==> src/rtl/out_display_pkg.sv <==
// Shared definitions for the output-display stage: segment codes, the
// converter state encoding and the digit-position numbering used by the scan.
package out_display_pkg;

    typedef enum logic {
        IDLE = 1'b0,
        CONV = 1'b1
    } state_t;

    localparam int NUM_DIGITS = 4;
    localparam int BCD_ITERS  = 8;

    // Segment bit order is {g,f,e,d,c,b,a}, active-high.
    localparam logic [6:0] SEG_BLANK = 7'h00;
    localparam logic [6:0] SEG_MINUS = 7'h40;
    localparam logic [6:0] SEG_DIGIT [0:9] = '{
        7'h3F, 7'h06, 7'h5B, 7'h4F, 7'h66,
        7'h6D, 7'h7D, 7'h07, 7'h7F, 7'h6F
    };

    // Digit positions, matching the bit positions in the anode enable.
    localparam logic [1:0] DIG_ONES  = 2'd0;
    localparam logic [1:0] DIG_TENS  = 2'd1;
    localparam logic [1:0] DIG_HUNDS = 2'd2;
    localparam logic [1:0] DIG_SIGN  = 2'd3;

    // Segment pattern of one BCD nibble; non-decimal codes show blank.
    function automatic logic [6:0] seg_of(input logic [3:0] d);
        logic [6:0] s;
        case (d)
            4'd0:    s = SEG_DIGIT[0];
            4'd1:    s = SEG_DIGIT[1];
            4'd2:    s = SEG_DIGIT[2];
            4'd3:    s = SEG_DIGIT[3];
            4'd4:    s = SEG_DIGIT[4];
            4'd5:    s = SEG_DIGIT[5];
            4'd6:    s = SEG_DIGIT[6];
            4'd7:    s = SEG_DIGIT[7];
            4'd8:    s = SEG_DIGIT[8];
            4'd9:    s = SEG_DIGIT[9];
            default: s = SEG_BLANK;
        endcase
        return s;
    endfunction

endpackage

==> src/rtl/bin2bcd_seq.sv <==
// Sequential shift-add-3 (double-dabble) converter: 8-bit binary to three
// BCD digits, one iteration per clock. 'done' and 'bcd' are combinational and
// describe the iteration being performed this cycle, so the caller can latch
// the finished digits on the same edge that completes the conversion.
module bin2bcd_seq
    import out_display_pkg::*;
(
    input  logic        clk,
    input  logic        reset,
    input  logic        start,
    input  logic [7:0]  bin,
    output logic        busy,
    output logic        done,
    output logic [11:0] bcd
);

    state_t      state;
    logic [2:0]  iter;
    logic [19:0] shreg;      // {hundreds, tens, ones, remaining binary}
    logic [11:0] adj;
    logic [19:0] shifted;

    // One double-dabble step: correct every nibble >= 5, then shift left.
    always_comb begin
        // NOTE: every combinational output gets a default first so no path leaves it unassigned (no latch).
        adj = shreg[19:8];
        for (int i = 0; i < 3; i++) begin
            if (shreg[8 + 4*i +: 4] >= 4'd5)
                adj[4*i +: 4] = shreg[8 + 4*i +: 4] + 4'd3;
        end
        shifted = {adj, shreg[7:0]} << 1;
    end

    assign busy = (state == CONV);
    assign done = (state == CONV) && (iter == 3'(BCD_ITERS - 1));
    assign bcd  = shifted[19:8];

    // Converter FSM: capture on start, then run exactly eight iterations.
    always_ff @(posedge clk) begin
        // NOTE: state is updated with non-blocking assignments so every register samples pre-edge values.
        if (reset) begin
            state <= IDLE;
            iter  <= '0;
            shreg <= '0;
        end else begin
            case (state)
                IDLE: begin
                    if (start) begin
                        shreg <= {12'd0, bin};
                        iter  <= '0;
                        state <= CONV;
                    end
                end
                CONV: begin
                    shreg <= shifted;
                    iter  <= iter + 3'd1;
                    if (done)
                        state <= IDLE;
                end
                default: state <= IDLE;
            endcase
        end
    end

endmodule

==> src/rtl/out_display.sv <==
// Output-display stage: shows the CPU output byte in decimal on a 4-digit
// multiplexed 7-segment display, unsigned or two's complement. A conversion
// starts whenever {signed_mode, data} differs from the last converted value,
// and the finished digits are scanned one at a time by a refresh divider.
module out_display
    import out_display_pkg::*;
#(
    parameter int REFRESH_DIV = 1000
) (
    input  logic       clk,
    input  logic       reset,
    input  logic [7:0] data,
    input  logic       signed_mode,
    output logic [6:0] seg,
    output logic [3:0] an,
    output logic       busy
);

    localparam int               CNT_W   = (REFRESH_DIV > 1) ? $clog2(REFRESH_DIV) : 1;
    localparam logic [CNT_W-1:0] CNT_MAX = CNT_W'(REFRESH_DIV - 1);

    logic        init;
    logic [8:0]  src_tag;
    logic [8:0]  shown_tag;
    logic        start;
    logic        neg_now;
    logic [7:0]  mag_now;
    logic        neg_cap;

    logic        conv_busy;
    logic        conv_done;
    logic [11:0] conv_bcd;

    logic [NUM_DIGITS-1:0][6:0] disp;
    logic [NUM_DIGITS-1:0][6:0] disp_next;
    logic [CNT_W-1:0]           refresh_cnt;
    logic [CNT_W-1:0]           refresh_next;
    logic [1:0]                 dig_idx;
    logic [1:0]                 dig_next;

    assign src_tag = {signed_mode, data};
    assign start   = !conv_busy && (init || (src_tag != shown_tag));
    assign busy    = conv_busy;

    // Sign and magnitude of the live input; -128 negates to 128 in 8 bits.
    always_comb begin
        neg_now = signed_mode & data[7];
        mag_now = neg_now ? (~data + 8'd1) : data;
    end

    bin2bcd_seq u_bin2bcd (
        .clk   (clk),
        .reset (reset),
        .start (start),
        .bin   (mag_now),
        .busy  (conv_busy),
        .done  (conv_done),
        .bcd   (conv_bcd)
    );

    // Remember what is being converted, and the sign that goes with it.
    always_ff @(posedge clk) begin
        if (reset) begin
            init      <= 1'b1;
            shown_tag <= '0;
            neg_cap   <= 1'b0;
        end else if (start) begin
            init      <= 1'b0;
            shown_tag <= src_tag;
            neg_cap   <= neg_now;
        end
    end

    // Next display patterns, with leading-zero blanking applied at load time.
    always_comb begin
        disp_next = disp;
        if (conv_done) begin
            disp_next[DIG_ONES]  = seg_of(conv_bcd[3:0]);
            disp_next[DIG_TENS]  = (conv_bcd[11:4] == 8'd0) ? SEG_BLANK : seg_of(conv_bcd[7:4]);
            disp_next[DIG_HUNDS] = (conv_bcd[11:8] == 4'd0) ? SEG_BLANK : seg_of(conv_bcd[11:8]);
            disp_next[DIG_SIGN]  = neg_cap ? SEG_MINUS : SEG_BLANK;
        end
    end

    // Refresh divider: hold each digit REFRESH_DIV cycles, then advance.
    always_comb begin
        refresh_next = refresh_cnt + CNT_W'(1);
        dig_next     = dig_idx;
        if (refresh_cnt == CNT_MAX) begin
            refresh_next = '0;
            dig_next     = dig_idx + 2'd1;
        end
    end

    // Display, scan and output registers; seg/an are driven from next-state
    // values so fresh digits show on the edge that finishes a conversion.
    always_ff @(posedge clk) begin
        // NOTE: the display registers are reset because they drive a visible output; a blank display after reset is required.
        if (reset) begin
            disp        <= '0;
            refresh_cnt <= '0;
            dig_idx     <= DIG_ONES;
            an          <= 4'b0001;
            seg         <= SEG_BLANK;
        end else begin
            disp        <= disp_next;
            refresh_cnt <= refresh_next;
            dig_idx     <= dig_next;
            an          <= 4'b0001 << dig_next;
            seg         <= disp_next[dig_next];
        end
    end

endmodule

==> config.mk <==
export PLATFORM = sky130hd
export DESIGN_NAME = out_display
export DESIGN_NICKNAME = d
export VERILOG_FILES = /design/src/rtl/out_display_pkg.sv /design/src/rtl/bin2bcd_seq.sv /design/src/rtl/out_display.sv
export SDC_FILE = /design/constraint.sdc
export NUM_CORES = 1
export LEC_CHECK = 0
export ABC_CLOCK_PERIOD_IN_PS = 4200
export BUFFER_PORTS_ARGS = -buffer_cell sky130_fd_sc_hd__buf_2
export CORE_MARGIN = 3
export CORE_UTILIZATION = 61
export CTS_CLUSTER_DIAMETER = 60
export DETAILED_ROUTE_END_ITERATION = 12
export MAX_ROUTING_LAYER = met4
export PLACE_DENSITY = 0.82
export RECOVER_POWER = 50
export SYNTH_ARGS = -nofsm -noshare
export SYNTH_HDL_FRONTEND = slang
export SYNTH_SLANG_ARGS = --single-unit
==> constraint.sdc <==
create_clock -name clk -period 4.2 [get_ports clk]
set_clock_uncertainty 0.15 [all_clocks]
set_input_delay 0.42 -clock clk [delete_from_list [all_inputs] [get_ports clk]]
set_output_delay 0.42 -clock clk [all_outputs]
set_load 0.01 [all_outputs]
# Word-level counts from Yosys, hierarchy flattened
# Memory sizes are Yosys's and may differ from the RTL's.
# Index checks and enable logic that the tools add are counted.
# Widths: inputs -> output; s select.
[totals]
ff_bits = 86
mem_bits_ro = 336
in_bits = 11
wordCells = 61
memories = 3
[memory_table]
columns = ["memory", "depth", "word_bits", "read_ports", "rd_ports_with_merged_regs", "wr", "line", "text"]
rows = [
  ["(name not given)", 16, 7, 1, 0, 0, "out_display_pkg.sv:30", "case (d)"],
  ["(name not given)", 16, 7, 1, 0, 0, "out_display_pkg.sv:30", ""],
  ["(name not given)", 16, 7, 1, 0, 0, "out_display_pkg.sv:30", ""],
]
[op_classes]
add_sub_neg = 7
magnitude_cmp = 4
n_eq_ne = 4
shift = 1
n_mux = 18
n_bitwise = 3
reduce_logical = 7
[ops]
columns = ["operator", "n"]
rows = [
  ["$pmux 20 s2", 1],
  ["$mux 28", 1],
  ["$mux 7", 4],
  ["$mux 20", 1],
  ["$bmux 7 s2", 1],
  ["$ge 4x3->1 const B", 3],
  ["$add 10x1->10 const B", 1],
  ["$eq 10x10->1 const B", 1],
  ["$ne 9x9->1", 1],
  ["$add 4x2->4 const B", 2],
  ["$add 8x1->8 const B", 1],
  ["$logic_not 8->1", 1],
  ["$mux 4", 2],
  ["$mux 8", 1],
  ["$not 8->8", 1],
  ["$mux 3", 2],
  ["$pmux 3 s2", 1],
  ["$logic_not 4->1", 1],
  ["$shl 1x2->4 const A", 1],
  ["$add 3x1->3 const B", 1],
  ["$add 3x2->3 const B", 1],
  ["$eq 3x3->1 const B", 1],
  ["$lt 2x3->1 const B", 1],
  ["$add 2x1->2 const B", 1],
  ["10 further kinds", 12],
]

# Longest topological paths before layout
[logic_depth]
depth_word = 7
depth_mapped = 13
mapped_depth_nobuf = 13

# Hierarchy
# A second synthesis with hierarchy kept.
[unflattened]
cells_unflattened = 523
hier_area_um2 = 4633.2
[modules_own_cells]
columns = ["mod", "n_inst", "cells_per_inst", "area_each_um2"]
rows = [
  ["out_display", 1, 370, 3299.4],
  ["bin2bcd_seq", 1, 153, 1333.8],
]

# Worst setup path after synthesis
# OpenSTA, ideal clock, no wires.
[synth_path]
path_kind = "register -> register"
start = "register u_bin2bcd.shreg[16]"
end = "register seg[3]"
arrival_ns = 2.693
path_slack_ns = 1.223
stages_incl_launch_ff = 9
path_buffers = 0
period_less_slack_ns = 2.977
cell_sequence = "dfxtp_1 > ha_1 > nand2b_2 > a21oi_4 > mux2i_1 > or4_4 > a2111o_1 > and4_1 > or4_1"
[synth_via]
elab_chain_len = 7
word_cells_on_any_way = 11
classes_between = "1 x add/sub; 1 x order compare; 6 x mux; 2 x reduce/logical; 1 x memory"
[synth_lines]
columns = ["element", "line", "text"]
rows = [
  ["start: declaration", "bin2bcd_seq.sv:19", "logic [19:0] shreg;"],
  ["start signal: assignment", "bin2bcd_seq.sv:49", "shreg <= {12'd0, bin};"],
  ["start signal: assignment", "bin2bcd_seq.sv:55", "shreg <= shifted;"],
  ["$ge 4x3->1 / $add 3x2->3 (equally long branches)", "bin2bcd_seq.sv:28, bin2bcd_seq.sv:29", ""],
  ["$mux 3 (*)", "bin2bcd_seq.sv:28", "if (shreg[8 + 4*i +: 4] >= 4'd5)"],
  ["$mem_v2 16x7 (tied with other cells)", "-", ""],
  ["$mux 7, on equally long branches", "out_display.sv:80, out_display.sv:79", ""],
  ["$mux 28 (*)", "out_display.sv:77", "if (conv_done) begin"],
  ["$bmux 7 s2 (*)", "out_display.sv:110", "seg <= disp_next[dig_next];"],
  ["$mux 7 (implied by the code) (*)", "out_display.sv:110", ""],
  ["end signal: assignment", "out_display.sv:110", ""],
  ["end: declaration", "out_display.sv:14", "output logic [6:0] seg,"],
]
# Mark *: on every way between the ends. The rest lies on a longest branch, timed or not. The select of a mux whose other input is x is not followed.
# A chain may end at the register's enable or synchronous reset.

# Worst setup path after layout
[layout_path]
start = "register u_bin2bcd.state, in the netlist u_bin2bcd.busy"
end = "register seg[3]"
[layout_via]
elab_chain_len = 4
[layout_lines]
columns = ["element", "line", "text"]
rows = [
  ["start: declaration", "bin2bcd_seq.sv:17", "state_t state;"],
  ["start signal: assignment", "bin2bcd_seq.sv:42", "state <= IDLE;"],
  ["start signal: assignment", "bin2bcd_seq.sv:51", "state <= CONV;"],
  ["start signal: assignment", "bin2bcd_seq.sv:58", "state <= IDLE;"],
  ["$logic_and 1x1->1", "bin2bcd_seq.sv:35", "assign done = (state == CONV) && (iter == 3'(BCD_ITERS - 1));"],
  ["$mux 28", "out_display.sv:77", ""],
  ["$bmux 7 s2", "out_display.sv:110", ""],
  ["$mux 7 (implied by the code)", "out_display.sv:110", ""],
]
# No other way between the ends. The select of a mux whose other input is x is not followed.

==> flow_summary.json <==
{
  "endpoint": "seg[3]$_SDFF_PP0_",
  "place_congestion": 0.926,
  "syn_inst": 527,
  "synth_cell_types": 61,
  "finalCritPeriodShare": 0.836,
  "endpoint_kind": "flop",
  "cts_max_level": 3,
  "dp.cells": 622,
  "grt_pass1_wl_mm": 16.4,
  "p_leak_nw": 1.80,
  "wl_per_cell_um": 14.4,
  "drcViolationCount": 0,
  "synthMuxAreaShare": 0.0552,
  "reg2regPathDepth": 7,
  "rows": 30,
  "yosysTopAreaCellShare": 0.392,
  "cts_buffers": 9,
  "dp_hpwl_mm": 6.56,
  "dieArea_sq_um": 8260,
  "violations": "capacitance limit",
  "synth_nets": 553,
  "num_antenna_cells": 0,
  "synth_area_sq_um": 4390,
  "clock_latency_ps": 360,
  "routed_via_density": 5.84,
  "power_w": 0.00153,
  "synth_top_family_by_area": "simple AND/OR/NAND/NOR gates",
  "crit_type": "reg -> reg",
  "avgSynthCellArea_sq_um": 8.34,
  "r2r_end": "seg[3]$_SDFF_PP0_",
  "cts-root-buf": "clkbuf_8",
  "fmax_ghz": 0.285,
  "route.vias.total": 3725,
  "r2r_slack_ps": 690,
  "synth_top_area_cell": "dfxtp_1",
  "wirelength_mm": 9.18,
  "synth-main-ff-cell": "dfxtp_1",
  "cts_buffer_depth": 2,
  "grt_use_total": 0.245,
  "min_from": "data[5]",
  "synth_simple_gate_area_share": 0.237,
  "cts_setup_buffers": 0,
  "rsz0062_at_grt": "false",
  "post_cts_resized": 0,
  "clk_pin_slew_ps": 90,
  "cellPowerDensity_nw_per_um2": 323,
  "ys_ff_latch": 86,
  "antenna_found_initial": 0,
  "layout-drive-gt1-share": 0.0775,
  "port_buffers": 22,
  "grt_remaining_overflow": 0,
  "arrival_ps": 3610,
  "grt_pass1_vias": 3603,
  "die_h_um": 90.9,
  "nets": 563,
  "r2r-start": "u_bin2bcd.busy$_SDFF_PP0_",
  "hp-class": "in -> reg",
  "tightest_slew_ps": 1500,
  "synth_area_leaders": "dfxtp_1, nor2_1, a21oi_1",
  "startpoint_type": "flop",
  "dr.pass1.iters": 4,
  "synth_seq_area_share": 0.392,
  "drt.antenna.violating_nets": 0,
  "setup_ws_ps": 688,
  "outcome": "finished with violations",
  "min_period_ps": 3510,
  "yosys_warnings": 0,
  "setup_tns_ps": 0,
  "ys_async_sr_fraction": 0,
  "area_delta_synth_final_pct": 7.92,
  "yosys.area_share.xor_xnor": 0.0595,
  "crit_path_start": "u_bin2bcd.busy$_SDFF_PP0_",
  "grt_max_degree": 41,
  "synth-adder-area-share": 0.0427,
  "cts_sinks": 86,
  "cts_tree": "built",
  "dp_slack_ps": 1060,
  "drv_cap": 1,
  "ios": 23,
  "crit_required_ps": 4290,
  "final_max_slew_viol_count": 0,
  "fp.dieW_um": 90.9,
  "synth_compound_area_frac": 0.175,
  "finalHoldViolCount": 0,
  "ir_worst_vdd_mv": 0.274,
  "maxSlewHeadroom": 0.00118,
  "synth_edf_count": 0,
  "setup_violations": 0,
  "start_util": 0.636,
  "drtIter0Drc": 205,
  "core-area_sq_um": 6910,
  "path_max_fanout": 26,
  "stdcell_count": 638,
  "cts_hold_buf": 0
}
==> area by class of cell <==
cell class                 instances  area (sq um)
tap                               96           120
timing repair buffer              27           125
inverter                          17          63.8
sequential                        86          1720
fill                             592          2160
multi-input combinational        396          2500
clock inverter                     6          68.8
clock buffer                      10           138
==> registers in the layout, indices dropped and copies added, names as in the netlist <==
signal           flops
u_bin2bcd.iter       3
seg                  7
neg_cap              1
shown_tag            9
u_bin2bcd.busy       1
init                 1
disp                28
an                   4
dig_idx              2
u_bin2bcd.shreg     20
refresh_cnt         10
==> cells in the mapped netlist (12+ instances only) <==
| master | n |
|---|---|
| xnor2_1 | 18 |
| mux2i_1 | 22 |
| inv_1 | 17 |
| dfxtp_1 | 86 |
| a21oi_1 | 45 |
| nand3_1 | 12 |
| clkbuf_1 | 23 |
| o21ai_0 | 16 |
| and2_1 | 13 |
| nand3b_1 | 13 |
| nand2_1 | 50 |
| nor2_1 | 70 |
| ha_1 | 15 |
==> power breakdown <==
group | total (W) | internal, W | switching (W) | leakage [nW]
clock | 0.000599 | 0.000295 | 0.000304 | 0.103
combinational | 0.0000888 | 0.0000370 | 0.0000518 | 1.00
sequential | 0.000844 | 0.000830 | 0.0000140 | 0.698
total | 0.00153 | 0.00116 | 0.000370 | 1.80
==> worst max-delay path, cell delays in order (launching register included) <==
cell      delay [ps]
dfxtp_1          810
and2_0           550
clkbuf_1         620
nor2_1           240
and3_1           310
nand2_1           90
o221ai_1         110
or4_1            520
==> through the flow <==
| step | instance area [sq um] | hold slack (ps) | utilization |
|---|---|---|---|
| CTS | 4770 | 197 | 0.691 |
| detailed placement | 4570 | 289 | 0.661 |
| floorplan | 4390 | 268 | - |
| global placement | 4570 | 280 | 0.661 |
| global route | 4740 | 216 | 0.687 |
| finish | 4740 | 206 | 0.687 |
==> how the worst min path moves through the flow <==
stage                     cells after the start                         to
after floorplan                               1  refresh_cnt[0]$_SDFF_PP0_
after detailed placement                      1        disp[21]$_SDFF_PP0_
final                                         3  shown_tag[5]$_SDFFE_PP0P_
after global placement                        1  refresh_cnt[0]$_SDFF_PP0_
after global routing                          3  shown_tag[7]$_SDFFE_PP0P_
after CTS                                     3  shown_tag[7]$_SDFFE_PP0P_
==> layout by cell type, fill, tap and decap left out, types with 12 or more instances in the layout <==
| master | instances |
|---|---|
| clkbuf_1 | 14 |
| xnor2_1 | 18 |
| o21ai_0 | 16 |
| nand3b_1 | 13 |
| nor2_1 | 70 |
| dfxtp_1 | 86 |
| a21oi_1 | 45 |
| nand2_1 | 50 |
| ha_1 | 15 |
| mux2i_1 | 22 |
| inv_1 | 17 |
| nand3_1 | 12 |
==> cells by family (layout without fill, tap and decap cells) <==
kind of cell	after synthesis	in the layout
AOI/OAI and AO/OA	118	118
xor gates and xnor gates	29	29
adders and majority gates	15	15
buffers and inverters	45	60
DFF	86	86
muxes	24	24
and+or+nand+nor	210	210
==> per-layer routing <==
metal	track usage	routed length, um	up-vias
met5	-	0	-
met4	0.123	276	0
met3	0.0358	403	24
met2	0.392	4440	94
met1	0.304	4060	1737
li1	-	-	1870
No activity file was read; power rests on OpenSTA's default activity.
